<file path="src/rtl/dmem_dma.sv">
// dmem_dma: block-copy initiator driving the dmem port while busy.
// Optional block-fill mode is built when DMEM_DMA_FILL_EN is defined.
module dmem_dma #(
  parameter int unsigned N = 16,
  parameter int unsigned R = 8
) (
  input  logic         clk,
  input  logic         rst_n,
  input  logic         start,
  input  logic         abort,
  input  logic [R-1:0] src_addr,
  input  logic [R-1:0] dst_addr,
  input  logic [R-1:0] length,
`ifdef DMEM_DMA_FILL_EN
  input  logic         fill,
  input  logic [N-1:0] fill_value,
`endif
  input  logic [N-1:0] dmem_readdata,
  output logic [N-1:0] dmem_addr,
  output logic [N-1:0] dmem_writedata,
  output logic         dmem_write_enable,
  output logic         busy,
  output logic         done,
  output logic         aborted
);

  typedef enum logic [1:0] {
    IDLE,
    READ,
    WRITE,
    DONE
  } state_t;

  state_t       state;
  state_t       state_nxt;
  logic [R-1:0] src_ptr;
  logic [R-1:0] dst_ptr;
  logic [R-1:0] count;
  logic [N-1:0] data_buf;
  logic         fill_go;
  logic         fill_mode;
  logic         active;

`ifdef DMEM_DMA_FILL_EN
  logic fill_q;

  assign fill_go   = fill;
  assign fill_mode = fill_q;

  always_ff @(posedge clk or negedge rst_n) begin
    if (!rst_n) begin
      fill_q <= 1'b0;
    end else if (state == IDLE && start) begin
      fill_q <= fill;
    end
  end
`else
  assign fill_go   = 1'b0;
  assign fill_mode = 1'b0;
`endif

  assign active = (state == READ) || (state == WRITE);

  always_ff @(posedge clk or negedge rst_n) begin
    if (!rst_n) begin
      state    <= IDLE;
      src_ptr  <= '0;
      dst_ptr  <= '0;
      count    <= '0;
      data_buf <= '0;
    end else begin
      state <= state_nxt;
      unique case (state)
        IDLE: begin
          if (start) begin
            src_ptr <= src_addr;
            dst_ptr <= dst_addr;
            count   <= length;
`ifdef DMEM_DMA_FILL_EN
            // Fill reuses the write buffer as the constant source.
            if (fill) data_buf <= fill_value;
`endif
          end
        end
        READ: begin
          if (!abort) data_buf <= dmem_readdata;
        end
        WRITE: begin
          if (!abort) begin
            src_ptr <= src_ptr + 1'b1;
            dst_ptr <= dst_ptr + 1'b1;
            count   <= count - 1'b1;
          end
        end
        default: ;
      endcase
    end
  end

  always_comb begin
    state_nxt = state;
    unique case (state)
      IDLE: begin
        if (start) begin
          if (length == '0) state_nxt = DONE;
          else if (fill_go) state_nxt = WRITE;
          else state_nxt = READ;
        end
      end
      READ: begin
        state_nxt = abort ? IDLE : WRITE;
      end
      WRITE: begin
        if (abort) state_nxt = IDLE;
        else if (count == R'(1)) state_nxt = DONE;
        else if (fill_mode) state_nxt = WRITE;
        else state_nxt = READ;
      end
      DONE: begin
        state_nxt = IDLE;
      end
      default: state_nxt = IDLE;
    endcase
  end

  always_comb begin
    dmem_addr         = '0;
    dmem_writedata    = '0;
    dmem_write_enable = 1'b0;
    unique case (state)
      READ: begin
        dmem_addr = {{(N-R){1'b0}}, src_ptr};
      end
      WRITE: begin
        dmem_addr         = {{(N-R){1'b0}}, dst_ptr};
        dmem_writedata    = data_buf;
        dmem_write_enable = !abort;
      end
      default: ;
    endcase
  end

  assign busy    = (state != IDLE);
  assign done    = (state == DONE);
  assign aborted = abort && active;

endmodule

</file>
<file path="config.mk">
export PLATFORM = sky130hd
export DESIGN_NAME = dmem_dma
export DESIGN_NICKNAME = d
export VERILOG_FILES = /design/src/rtl/dmem_dma.sv
export SDC_FILE = /design/constraint.sdc
export NUM_CORES = 1
export LEC_CHECK = 0
export CAP_MARGIN = 40
export CORE_UTILIZATION = 48
export CTS_CLUSTER_DIAMETER = 60
export CTS_CLUSTER_SIZE = 20
export DETAILED_ROUTE_END_ITERATION = 6
export GPL_TIMING_DRIVEN = 0
export MAX_ROUTING_LAYER = met4
export PLACE_DENSITY_LB_ADDON = 0.3
export SLEW_MARGIN = 20
export SYNTH_ARGS = -nofsm -noshare
export SYNTH_HDL_FRONTEND = slang
export SYNTH_SLANG_ARGS = --single-unit
export TNS_END_PERCENT = 100
</file>
<file path="constraint.sdc">
create_clock -name clk -period 1.9 [get_ports clk]
set_input_delay 0.38 -clock clk [delete_from_list [all_inputs] [get_ports clk]]
set_output_delay 0.38 -clock clk [all_outputs]
set_load 0.005 [all_outputs]
</file>
==> impl_results.md <==
* R2R cell count at 7
* DR iter-0 viols at 230
* Area delta synth->final at 43.52%
* Final hold vios at 0
* CP max FO at 5
* Seq/Total Area, Yosys at 38.85%
* Detailed Routing Iterations Pass 1 at 5
* Seq cells post-synth at 42
* Syn_area_per_cell at 9.593 sq um
* Worst-Skew Late Latency at 0.31 ns
* Fin nets at 441
* Worst slew margin at 47.47%
* Worst Hold Class: in2async
* Root buffer cell: clkbuf_8
* Pwr dens at 1640 mW/mm^2
* Final Setup Violations at 8
* Non-filler cells, final at 459
* Final period utilization at 106.7%
* Antenna-violating nets left at 0
* Die W at 77.07 um
* Boundary Pins at 80
* Initial core utilization at 51.33%
* Fmax at 493.3 MHz
* Synth cell types at 57
* Largest net degree at the start of global routing at 27
* Ys flop type: dfrtp_1
* Count of final max-slew check failures at 0
* CP Capture Point: dmem_addr[2]
* Post-DR wirelength/cell at 16.82 um
* Largest vdd supply drop at 900.8 uV
* First-pass GRT wire length at 12440 um
* Kind of end point of the critical path: output port
* Rows at 26
* Slew @ Worst Pin at 0.7770 ns
* Placement Setup Slack at -0.5861 ns
* Routed WL at 7719 um
* CTS max path bufs at 2
* H-tree Lvls at 2
* Post-synth EDFFs at 0
* Syn Std Cell Area at 0.002705 sq mm
* Tot Pwr at 6.367 mW
* Critical Setup Path Class: reg2out
* Final setup margin at -0.1270 ns
* GRT Residual Overflow at 0
* Min Tclk post-route at 2.027 ns
* Remaining DRCs at 0
* CP Data Arrival Time at 1.65 ns
* Tot GR Track Use at 27.87%
* CTS Sinks at 42
* Total of max-cap violations at 0
* R2R Path Start: state[1]
* Design area at 0.003882 sq mm
* DP Area at 0.003535 sq mm
* Worst setup SP type: register
* R2R setup slack at 0.07 ns
* Routed vias/inst at 5.625
* Violated checks: negative setup slack
* Port bufs at 70
* Cts bufs inserted at 5
* Async SR Flop Fraction at 100.0%
* Leakage Power at 1.711 nW
* CTS Hold Bufs at 0
* Outcome: finished with violations
* Die area at 0.005940 sq mm
* Skew final at 0.01155 ns
* Initial antenna violation count at 0
* Routed vias at 2582
* CTS tree: yes
* Clock transition at path regs at 0.08 ns
* Vias in the first global route at 2512
* Placed Instances at 430
* Reg2reg end: data_buf[12]
* Placeable Area at 0.005270 sq mm
* Highest-count cells in the layout ignoring fill and taps: dfrtp_1, clkdlybuf4s50_1, buf_4
* Final Util at 73.67%
* Gpl congestion at 0.9057
* Layout cell share with drive strength beyond 1 at 33.93%
* HPWL after DPL at 5131 um
* Cells after Synth at 282
* Worst setup startpoint: state[1]
* Syn. warnings at 0
* Antenna Cells at 0
* Worst endpoint required time at 1.52 ns
* Die Ht at 77.07 um
* RSZ-0062 raised after global routing: true
## how the worst min path moves through the flow
stage,endpoint,slack (ns)
3_3_place_gp,data_buf[11],0.46
2_1_floorplan,count[0],0.08
5_1_grt,dst_ptr[3],0.03
6_report,src_ptr[5],0.004
3_5_place_dp,data_buf[8],0.34
4_1_cts,data_buf[8],0.02
## synth_stat cells (all sizes together) (8+ instances only)
| cell type | instances | area (sq um) |
|---|---|---|
| o22ai | 12 | 75.07 |
| nor2 | 10 | 37.54 |
| buf | 21 | 168.9 |
| nor3 | 11 | 71.32 |
| and2 | 17 | 106.4 |
| o21ai | 25 | 136.4 |
| ha | 9 | 112.6 |
| mux2 | 16 | 180.2 |
| dfrtp | 42 | 1051 |
| inv | 8 | 32.53 |
| nand2 | 19 | 71.32 |
| a21oi | 12 | 63.81 |
## registers in the layout (all words and copies together), names as in the netlist
register / flops
count: 8
dst_ptr: 8
state: 2
src_ptr: 8
data_buf: 16
## report_power, final
part | internal (mW) | switching (mW) | leakage [nW]
Clock | 0.294 | 0.317 | 0.0482
Sequential | 1.36 | 0.444 | 0.484
Combinational | 2.06 | 1.90 | 1.18
## metal layers
| layer | wire length [um] | part of all wire [%] | up-vias | GRT usage (%) |
|---|---|---|---|---|
| li1 | - | - | 1216 | - |
| met1 | 3160 | 41 | 1226 | 34.90 |
| met2 | 3829 | 50 | 120 | 44.20 |
| met3 | 528 | 6.8 | 20 | 4.524 |
| met4 | 200 | 2.6 | 0 | 12.83 |
| met5 | 0 | 0 | - | - |
## timing repair
item,4_1_cts,5_1_grt
setup endpoints to repair,37,39
cloned,1,0
pin swaps,10,2
buffers inserted,17,5
gates resized for setup,138,18
## critical path, cell delays in order, from the launching register on
cell     delay [ns]
dfrtp_2        0.45
ha_4           0.19
buf_8          0.13
buf_6          0.12
buf_8          0.12
a22oi_2        0.14
nor2b_1        0.06
buf_2          0.13
## area by class of cell
class	count	area, sq um
timing repair buffer	94	830.8
fill	390	1388
buffer	23	193.9
inverter	8	40.04
clock buffer	7	86.33
multi-input combinational	214	1587
sequential	42	1052
clock inverter	1	5.005
tap	70	87.58
## cells by family (layout without fill, tap and decap cells)
logic type / count (synthesis) / count (layout) / share of synthesized area [%]
AOI/OAI and AO/OA: 82 / 82 / 20.21
xor gates and xnor gates: 1 / 1 / 0.3238
adders and majority gates: 9 / 9 / 4.163
buffers and inverters: 33 / 133 / 8.001
DFF: 42 / 42 / 38.85
muxes: 22 / 22 / 8.881
other: 1 / 8 / 0.1386
and+or+nand+nor: 92 / 92 / 19.43
## per-stage QoR
| stage | hold WS [ns] | setup TNS [ns] |
|---|---|---|
| floorplan | 0.08441 | 0 |
| global placement | 0.4607 | -39.09 |
| detailed placement | 0.3356 | -12.29 |
| CTS | 0.01574 | -1.172 |
| global route | 0.03478 | -1.215 |
| finish | 0.003545 | -0.6689 |
(Power assumes the default switching activity.)
